===== src/rtl/mem_burst_reader_if.sv =====
// Bus bundle for mem_burst_reader: command port, streaming output port,
// status, and the memory read port.
//
// Handshake rules on both valid/ready pairs: a transfer happens on a rising
// clock edge where valid and ready are both high. Once a producer raises valid
// it holds valid and its payload stable until that transfer happens. valid
// never depends combinationally on ready.
//
// The slave modport is the burst reader itself. The master modport is
// everything around it: the command source, the consumer and the memory.
interface mem_burst_reader_if #(
  parameter int AW = 6,
  parameter int DW = 32
);
  // Command port
  logic          cmd_valid;
  logic          cmd_ready;
  logic [AW-1:0] cmd_addr;
  logic [AW:0]   cmd_len;

  // Streaming output port
  logic          out_valid;
  logic          out_ready;
  logic [DW-1:0] out_data;
  logic          out_last;

  // Status
  logic          busy;

  // Memory read port (one-cycle read latency)
  logic [AW-1:0] mem_addr;
  logic          mem_ren;
  logic [DW-1:0] mem_dout;

  modport master (
    output cmd_valid, cmd_addr, cmd_len, out_ready, mem_dout,
    input  cmd_ready, out_valid, out_data, out_last, busy, mem_addr, mem_ren
  );

  modport slave (
    input  cmd_valid, cmd_addr, cmd_len, out_ready, mem_dout,
    output cmd_ready, out_valid, out_data, out_last, busy, mem_addr, mem_ren
  );
endinterface


===== src/rtl/mem_burst_reader.sv =====
// mem_burst_reader: takes a (start address, length) command, issues
// consecutive single-cycle reads to a 64-word scratch memory (addresses wrap
// modulo 64), and streams the returned words out through a 2-entry buffer,
// marking the final beat with out_last.
module mem_burst_reader #(
  parameter int AW = 6,
  parameter int DW = 32
) (
  input  logic              clk,
  input  logic              reset,
  mem_burst_reader_if.slave bus,
  output logic [1:0]        o_dbg_state
);

  typedef enum logic [1:0] {
    S_IDLE  = 2'd0,
    S_ISSUE = 2'd1,
    S_DRAIN = 2'd2
  } state_t;

  localparam logic [AW-1:0] ADDR_ONE = 1;
  localparam logic [AW:0]   LEN_ONE  = 1;

  // Control state
  state_t        r_state;
  logic [AW-1:0] r_addr;      // next read address
  logic [AW:0]   r_remain;    // reads still to issue
  logic [AW:0]   r_len;       // length of the burst in progress
  logic [AW:0]   r_beat;      // beats already delivered to the consumer

  // Read pipeline and output buffer
  logic          r_pend;      // a read was issued last cycle; data is on mem_dout now
  logic [DW-1:0] r_buf0;
  logic [DW-1:0] r_buf1;
  logic          r_wr_ptr;
  logic          r_rd_ptr;
  logic [1:0]    r_occ;

  logic          w_out_valid;
  logic          w_pop;
  logic          w_push;
  logic          w_ren;
  logic          w_last;
  logic          w_accept;
  logic [2:0]    w_inflight;
  logic [2:0]    w_limit;
  logic [AW:0]   w_last_beat;

  assign w_out_valid = (r_occ != 2'd0);
  assign w_pop       = w_out_valid && bus.out_ready;
  assign w_push      = r_pend;

  // A new read is allowed only if, after this cycle's pop, the words already
  // buffered plus the one in flight leave a free slot for it. This is what
  // keeps the 2-entry buffer from overflowing under backpressure.
  assign w_inflight  = {1'b0, r_occ} + {2'b00, r_pend};
  assign w_limit     = 3'd2 + {2'b00, w_pop};
  assign w_ren       = (r_state == S_ISSUE) && (w_inflight < w_limit);

  assign w_last_beat = r_len - LEN_ONE;
  assign w_last      = w_out_valid && (r_beat == w_last_beat);

  // Zero-length commands are consumed in IDLE without starting a burst.
  assign w_accept    = (r_state == S_IDLE) && bus.cmd_valid && (bus.cmd_len != '0);

  // Burst control FSM: accept commands, walk the address, and wait for the
  // last beat to leave.
  always_ff @(posedge clk) begin
    if (reset) begin
      r_state  <= S_IDLE;
      r_addr   <= '0;
      r_remain <= '0;
      r_len    <= '0;
    end else begin
      case (r_state)
        S_IDLE: begin
          if (w_accept) begin
            r_addr   <= bus.cmd_addr;
            r_remain <= bus.cmd_len;
            r_len    <= bus.cmd_len;
            r_state  <= S_ISSUE;
          end
        end
        S_ISSUE: begin
          if (w_ren) begin
            r_addr   <= r_addr + ADDR_ONE;  // natural wrap 63 -> 0
            r_remain <= r_remain - LEN_ONE;
            if (r_remain == LEN_ONE) begin
              r_state <= S_DRAIN;
            end
          end
        end
        S_DRAIN: begin
          if (w_pop && w_last) begin
            r_state <= S_IDLE;
          end
        end
        default: begin
          r_state <= S_IDLE;
        end
      endcase
    end
  end

  // Delivered-beat counter; it tells out_last which head entry ends the burst.
  always_ff @(posedge clk) begin
    if (reset) begin
      r_beat <= '0;
    end else if (w_accept) begin
      r_beat <= '0;
    end else if (w_pop) begin
      r_beat <= r_beat + LEN_ONE;
    end
  end

  // Read-data capture into the 2-entry FIFO. Only cycles following an issued
  // read push; the memory's idle zero output is never stored.
  always_ff @(posedge clk) begin
    if (reset) begin
      r_pend   <= 1'b0;
      r_buf0   <= '0;
      r_buf1   <= '0;
      r_wr_ptr <= 1'b0;
      r_rd_ptr <= 1'b0;
      r_occ    <= 2'd0;
    end else begin
      r_pend <= w_ren;
      if (w_push) begin
        if (r_wr_ptr) begin
          r_buf1 <= bus.mem_dout;
        end else begin
          r_buf0 <= bus.mem_dout;
        end
        r_wr_ptr <= ~r_wr_ptr;
      end
      if (w_pop) begin
        r_rd_ptr <= ~r_rd_ptr;
      end
      case ({w_push, w_pop})
        2'b10:   r_occ <= r_occ + 2'd1;
        2'b01:   r_occ <= r_occ - 2'd1;
        default: r_occ <= r_occ;
      endcase
    end
  end

  assign bus.cmd_ready = (r_state == S_IDLE);
  assign bus.busy      = (r_state != S_IDLE);
  assign bus.out_valid = w_out_valid;
  assign bus.out_data  = r_rd_ptr ? r_buf1 : r_buf0;
  assign bus.out_last  = w_last;
  assign bus.mem_addr  = r_addr;
  assign bus.mem_ren   = w_ren;
  assign o_dbg_state   = r_state;

endmodule


===== src/flat_wrapper.sv =====
// flat-port wrapper written by rule: the top's interface ports become plain ports
module mem_burst_reader_flat 
#(
  parameter int AW = 6,
  parameter int DW = 32
)
  (clk, reset, o_dbg_state, bus_cmd_valid, bus_cmd_addr, bus_cmd_len, bus_out_ready, bus_mem_dout, bus_cmd_ready, bus_out_valid, bus_out_data, bus_out_last, bus_busy, bus_mem_addr, bus_mem_ren);
  mem_burst_reader_if #(.AW(AW), .DW(DW)) bus_i ();
  input  logic clk;
  input  logic reset;
  output logic [1:0] o_dbg_state;
  input wire logic [$bits(bus_i.cmd_valid)-1:0] bus_cmd_valid;
  input wire logic [$bits(bus_i.cmd_addr)-1:0] bus_cmd_addr;
  input wire logic [$bits(bus_i.cmd_len)-1:0] bus_cmd_len;
  input wire logic [$bits(bus_i.out_ready)-1:0] bus_out_ready;
  input wire logic [$bits(bus_i.mem_dout)-1:0] bus_mem_dout;
  output wire logic [$bits(bus_i.cmd_ready)-1:0] bus_cmd_ready;
  output wire logic [$bits(bus_i.out_valid)-1:0] bus_out_valid;
  output wire logic [$bits(bus_i.out_data)-1:0] bus_out_data;
  output wire logic [$bits(bus_i.out_last)-1:0] bus_out_last;
  output wire logic [$bits(bus_i.busy)-1:0] bus_busy;
  output wire logic [$bits(bus_i.mem_addr)-1:0] bus_mem_addr;
  output wire logic [$bits(bus_i.mem_ren)-1:0] bus_mem_ren;
  assign bus_i.cmd_valid = bus_cmd_valid;
  assign bus_i.cmd_addr = bus_cmd_addr;
  assign bus_i.cmd_len = bus_cmd_len;
  assign bus_i.out_ready = bus_out_ready;
  assign bus_i.mem_dout = bus_mem_dout;
  assign bus_cmd_ready = bus_i.cmd_ready;
  assign bus_out_valid = bus_i.out_valid;
  assign bus_out_data = bus_i.out_data;
  assign bus_out_last = bus_i.out_last;
  assign bus_busy = bus_i.busy;
  assign bus_mem_addr = bus_i.mem_addr;
  assign bus_mem_ren = bus_i.mem_ren;
  mem_burst_reader #(.AW(AW), .DW(DW)) u_core (.clk(clk), .reset(reset), .bus(bus_i), .o_dbg_state(o_dbg_state));
endmodule

===== config.mk =====
export PLATFORM = sky130hd
export DESIGN_NAME = mem_burst_reader_flat
export DESIGN_NICKNAME = d
export VERILOG_FILES = /design/src/rtl/mem_burst_reader_if.sv /design/src/rtl/mem_burst_reader.sv /design/src/flat_wrapper.sv
export SDC_FILE = /design/constraint.sdc
export NUM_CORES = 1
export LEC_CHECK = 0
export CORE_ASPECT_RATIO = 1.2
export CORE_MARGIN = 2
export CORE_UTILIZATION = 55
export CTS_CLUSTER_DIAMETER = 120
export CTS_CLUSTER_SIZE = 20
export DETAILED_ROUTE_END_ITERATION = 16
export PLACE_DENSITY_LB_ADDON = 0.08
export SYNTH_ARGS = -nofsm -noshare
export SYNTH_HDL_FRONTEND = slang
export SYNTH_SLANG_ARGS = --single-unit

===== constraint.sdc =====
create_clock -name clk -period 4.3 [get_ports clk]
set_input_delay 0.645 -clock clk [delete_from_list [all_inputs] [get_ports clk]]
set_output_delay 0.645 -clock clk [all_outputs]
set_load 0.005 [all_outputs]

* Word level (Yosys, flattened, before mapping)
Index checks and enable logic that the tools add are counted.
** Storage, ports and cells
- Register bits after elaboration :: 98
- Bits of input ports :: 49
- Output and inout bits :: 45
- Word-level logic and storage cells :: 63
** Cells by class
- Add/sub/neg operators :: 8
- Order comparisons :: 1
- Equality and inequality tests :: 10
- Multiplexer cells :: 13
- Bitwise logic cells :: 2
- Reduce and logical (&&, ||, !) cells :: 18
** Operator list (count)
- two-way mux 32 bit :: 1
- two-way mux 7 bit :: 2
- case mux 7 bit (2 select lines) :: 1
- subtractor 7 x 1 -> 7 bit, second input constant :: 2
- two-way mux 6 bit :: 2
- case mux 6 bit (2 select lines) :: 1
- two-way mux 2 bit :: 4
- nonzero test 2 bit :: 4
- adder 7 x 1 -> 7 bit, second input constant :: 1
- == test 7 x 1 -> 1 bit, second input constant :: 1
- == test 7 bit :: 1
- nonzero test 7 bit :: 1
- adder 6 x 1 -> 6 bit, second input constant :: 1
- logical AND 1 bit :: 6
- case mux 2 bit (3 select lines) :: 1
- AND reduction 2 bit :: 3
- == test 2 x 1 -> 1 bit, second input constant :: 2
- == test 2 bit, second input constant :: 2
- != test 2 x 1 -> 1 bit, second input constant :: 2
- != test 2 bit, second input constant :: 2
- case mux 2 bit (2 select lines) :: 1
- AND reduction 4 bit :: 1
- adder 2 x 1 -> 3 bit :: 1
- adder 2 x 1 -> 3 bit, first input constant :: 1
- 7 further kinds :: 8

* Depth between registers and ports, before layout
- Depth after elaboration :: 7
- Depth in mapped cells :: 7
- Depth with buffers taken out :: 7

* Worst setup path before layout
Ideal clock, no wire load.
- Path type :: register to output
- Start point :: reg u_core.r_len[0]
- End point :: out bus_out_last
- Arrival :: 1641 ps
- Data required time :: 3655 ps
- Slack :: 2014 ps
- Stages on the path, launching flop included :: 7
- Buffers on the path :: 0
- Cell sequence :: dfxtp_1 inv_1 ha_1 xor2_1 nand3_1 or4b_1 nor4_4
** On the way
- Cells in the longest elaborated chain, start to end :: 3
** Ends and longest elaborated chain
- start, declared :: line mem_burst_reader.sv:28 : logic [AW:0] r_len;
- start signal, assigned :: line mem_burst_reader.sv:80 : r_len <= bus.cmd_len;
- subtractor 7 x 1 -> 7 bit :: line mem_burst_reader.sv:60 : assign w_last_beat = r_len - LEN_ONE;
- == test 7 bit :: line mem_burst_reader.sv:61 : assign w_last = w_out_valid && (r_beat == w_last_beat);
- logical AND 1 bit :: line mem_burst_reader.sv:61
- end, declared :: line flat_wrapper.sv:20 : output wire logic [$bits(bus_i.out_last)-1:0] bus_out_last;
No other way between the ends.

* Worst setup path after layout
Same ends and word-level chain as after synthesis.

==> qor.txt <==
========================================================================================
Peak VDD IR ...............................................................   0.000326 V
Portion of the clock cycle consumed by the worst path in the final layout .        76.7%
Effective utilization at floorplan ........................................        55.7%
Clock slew at reported path FFs ...........................................      0.09 ns
Maximum net fanout on the critical path ...................................            4
Number of nets still failing antenna checks after routing .................            0
Wire length of the first global-routing pass ..............................     16900 um
Cells after DPL ...........................................................          712
Prevailing post-synth register cell .......................................      dfxtp_1
Run status ................................................................ finished, final reports clean
CP Launch Type ............................................................    flip-flop
Post-synth design cell area ...............................................     4470 um2
Number of buffers and inverters on the critical path ......................            2
Leakage power .............................................................      2.03 nW
Post-synthesis to final-layout area growth ................................        26.7%
Clock latency on the worst-skew pair ......................................      0.36 ns
Clock buffers created by TritonCTS ........................................            9
CTS tree ..................................................................          yes
Number of hold-slack violations in the final timing report ................            0
Area of the core ..........................................................     8020 um2
Setup clock skew after layout .............................................   0.00494 ns
Vert. Die Dim .............................................................       103 um
Cells along the critical path ............................................. inv_1 > ha_1 > xor2_1 > nand3_1 > or4b_1 > nor4_4 > clkdlybuf4s50_1
Via count of the first global-routing pass ................................         3622
Worst-Margin Slew .........................................................     0.745 ns
FMAX ......................................................................      303 MHz
Setup Buffers After CTS ...................................................            0
Share of flip-flops with an asynchronous set or reset .....................           0%
Routed via count divided by cell count ....................................         5.46
Number of non-filler instances in the completed layout ....................          728
Number of diodes ..........................................................            0
Final nets ................................................................          685
Power Density .............................................................   387 nW/um2
Critical path type ........................................................ flip-flop to output pin
Wire length after detailed routing ........................................     10400 um
Longest Clk Path Bufs .....................................................            2
Fill cell instance count of the final layout ..............................          629
Sequential-to-total area share from yosys stat ............................        43.9%
Number of instances in the synthesized netlist ............................          550
Port Buffers ..............................................................           93
Remaining design rule violation count .....................................            0
Die Wd ....................................................................      86.3 um
Worst slack on hold paths .................................................     0.453 ns
Quantity of hold-fixing buffers added after cts ...........................            0
Post-Synthesis Net Count ..................................................          607
Clock tree sinks ..........................................................           98
Number of antenna violations at the first check in global routing .........            0
Unrepaired setup endpoints after global routing ...........................           no
Data arrival, critical path ...............................................      2.65 ns
Site row count ............................................................           36
EDFF count, synth .........................................................            0
Pin count of the biggest net entering global routing ......................           56
CP Capture Type ...........................................................   output pin
Clock tree root buffer cell ...............................................     clkbuf_8
Delay of the slowest cell on the worst path ...............................      0.55 ns
Die Outline Area ..........................................................     8870 um2
GR Overflow Total .........................................................            0
Total count of max-transition violations in the final report ..............            0
Boundary Pins .............................................................           94
Max Cap Violations ........................................................            0
Share of post-route cells with drive strength above 1 .....................        10.7%
Top delay family on crit path ............................................. simple AND/OR/NAND/NOR gates
Final critical path time including I/O delays and setup ...................      3.30 ns
WL per Instance ...........................................................      14.2 um
Number of instances resized during post-cts repair ........................            0
Slowest stage cell on the critical path ...................................       or4b_1
Vias post-DR ..............................................................         3975
Req. time, crit path ......................................................      3.65 ns
Number of DRC markers in iteration 0 ......................................          167
Post-detailed-placement half-perimeter wirelength .........................      6900 um
Max-slew headroom .........................................................        50.4%
Number of endpoints failing setup at the final stage ......................            0
Total negative slack for setup checks .....................................         0 ns
RD Place Congestion .......................................................        0.813
Depth of the CTS H-tree ...................................................            3
Post-synthesis register bit count .........................................           98
Average footprint of a synthesized cell ...................................     8.13 um2
Util after Layout .........................................................        70.6%
Synth warn ................................................................            0
Min-Delay Path Class ...................................................... flip-flop to flip-flop
Global-route usage over all layers ........................................        23.9%
Distinct cell type count after synthesis ..................................           44
DRT Pass-1 Iters ..........................................................            5
========================================================================================
[synthesized netlist by cell type (5+ instances only)]
library cell  count  area [um2]
dfxtp_1          98        1960
mux2i_1           5        50.1
mux2_2           32         360
ha_1              8         100
clkbuf_1         31         116
inv_1             7        26.3
xor2_1            5        43.8
nand3_1           8        40.0
o21ai_0          14        70.1
nor2_1           27         101
nand2_1         150         563
a21oi_1          89         445
nand2b_1         10        62.6
nor3_1            8        40.0
xnor2_1          14         123
[worst reg2reg max path: cells and delay by family, from the launching register on]
kind / cells / cell delay (ns)
AOI/OAI and AO/OA: 3 / 1.00
and+or+nand+nor: 2 / 0.80
DFF: 1 / 0.48
[power by group]
group | switching [mW] | total [mW] | internal, mW
clock network | 0.317 | 0.661 | 0.344
logic | 0.261 | 0.518 | 0.256
registers | 0.0480 | 1.01 | 0.964
[cell type report]
type	instances	area [um2]	area share [%]
clock inverter	6	88.8	1.57
timing repair buffer	101	986	17.4
inverter	8	30.0	0.530
tap	95	119	2.10
sequential	98	1960	34.6
clock buffer	10	138	2.43
multi-input combinational	410	2340	41.3
[through the flow]
stage,total power [mW],setup slack [ns],instance area (um2)
4_1_cts,2.21,0.965,5660
2_1_floorplan,1.35,2.01,4470
5_1_grt,2.31,0.810,5660
6_report,2.19,1.00,5660
3_5_place_dp,1.55,1.34,5440
3_3_place_gp,1.54,1.37,5440
[metal layers]
layer,vias up,share of wire [%],track usage (%)
met5,-,0,0
met4,0,1.5,7.81
met3,14,6.4,5.76
met2,121,50,42.1
met1,1835,42,28.8
li1,2005,-,-
[worst paths after layout]
path	from	endpoint	slack, ns	depth (start not counted)
setup / recovery	u_core.r_len[0]	bus_out_last	1.00	7
hold / removal	u_core.r_buf1[1]	u_core.r_buf1[1]	0.45	2
setup reg to reg	u_core.o_dbg_state[1]	u_core.bus.mem_addr[2]	1.94	5
hold reg to reg	u_core.r_buf1[1]	u_core.r_buf1[1]	0.45	2
[kinds of logic after synthesis]
group	Yosys count	synth area share, %
compound gates	120	15.1
xor+xnor	19	3.72
fa+ha+maj	8	2.24
buf+inv	42	3.78
flops	98	43.9
mux	37	9.18
simple gates	226	22.0
[registers in the layout, indices dropped and copies added, names as in the netlist]
signal and count:
u_core.bus.mem_addr 6, u_core.o_dbg_state 2, u_core.r_beat 7, u_core.r_buf0 32
u_core.r_buf1 32, u_core.r_len 7, u_core.r_occ 2, u_core.r_pend 1
u_core.r_rd_ptr 1, u_core.r_remain 7, u_core.r_wr_ptr 1
[cells in the final DEF (no fill, tap or decap), types with 2 or more instances in the layout]
cell type,netlist,routed
a21oi_1,89,89
and2_1,2,2
and3_1,4,4
buf_4,1,8
bufinv_16,0,2
clkbuf_8,0,10
clkdlybuf4s50_1,0,92
clkinvlp_4,0,2
dfxtp_1,98,98
ha_1,8,8
inv_1,7,7
mux2_2,32,32
mux2i_1,5,5
nand2_1,150,150
nand2b_1,10,10
nand3_1,8,8
nor2_1,27,26
nor2_2,1,2
nor2b_1,4,4
nor3_1,8,8
o21ai_0,14,14
o21ai_1,2,2
o31a_1,2,2
o32ai_1,4,4
or2_2,2,2
or3_1,3,3
xnor2_1,14,14
xor2_1,5,5
(Power assumes the default switching activity.)
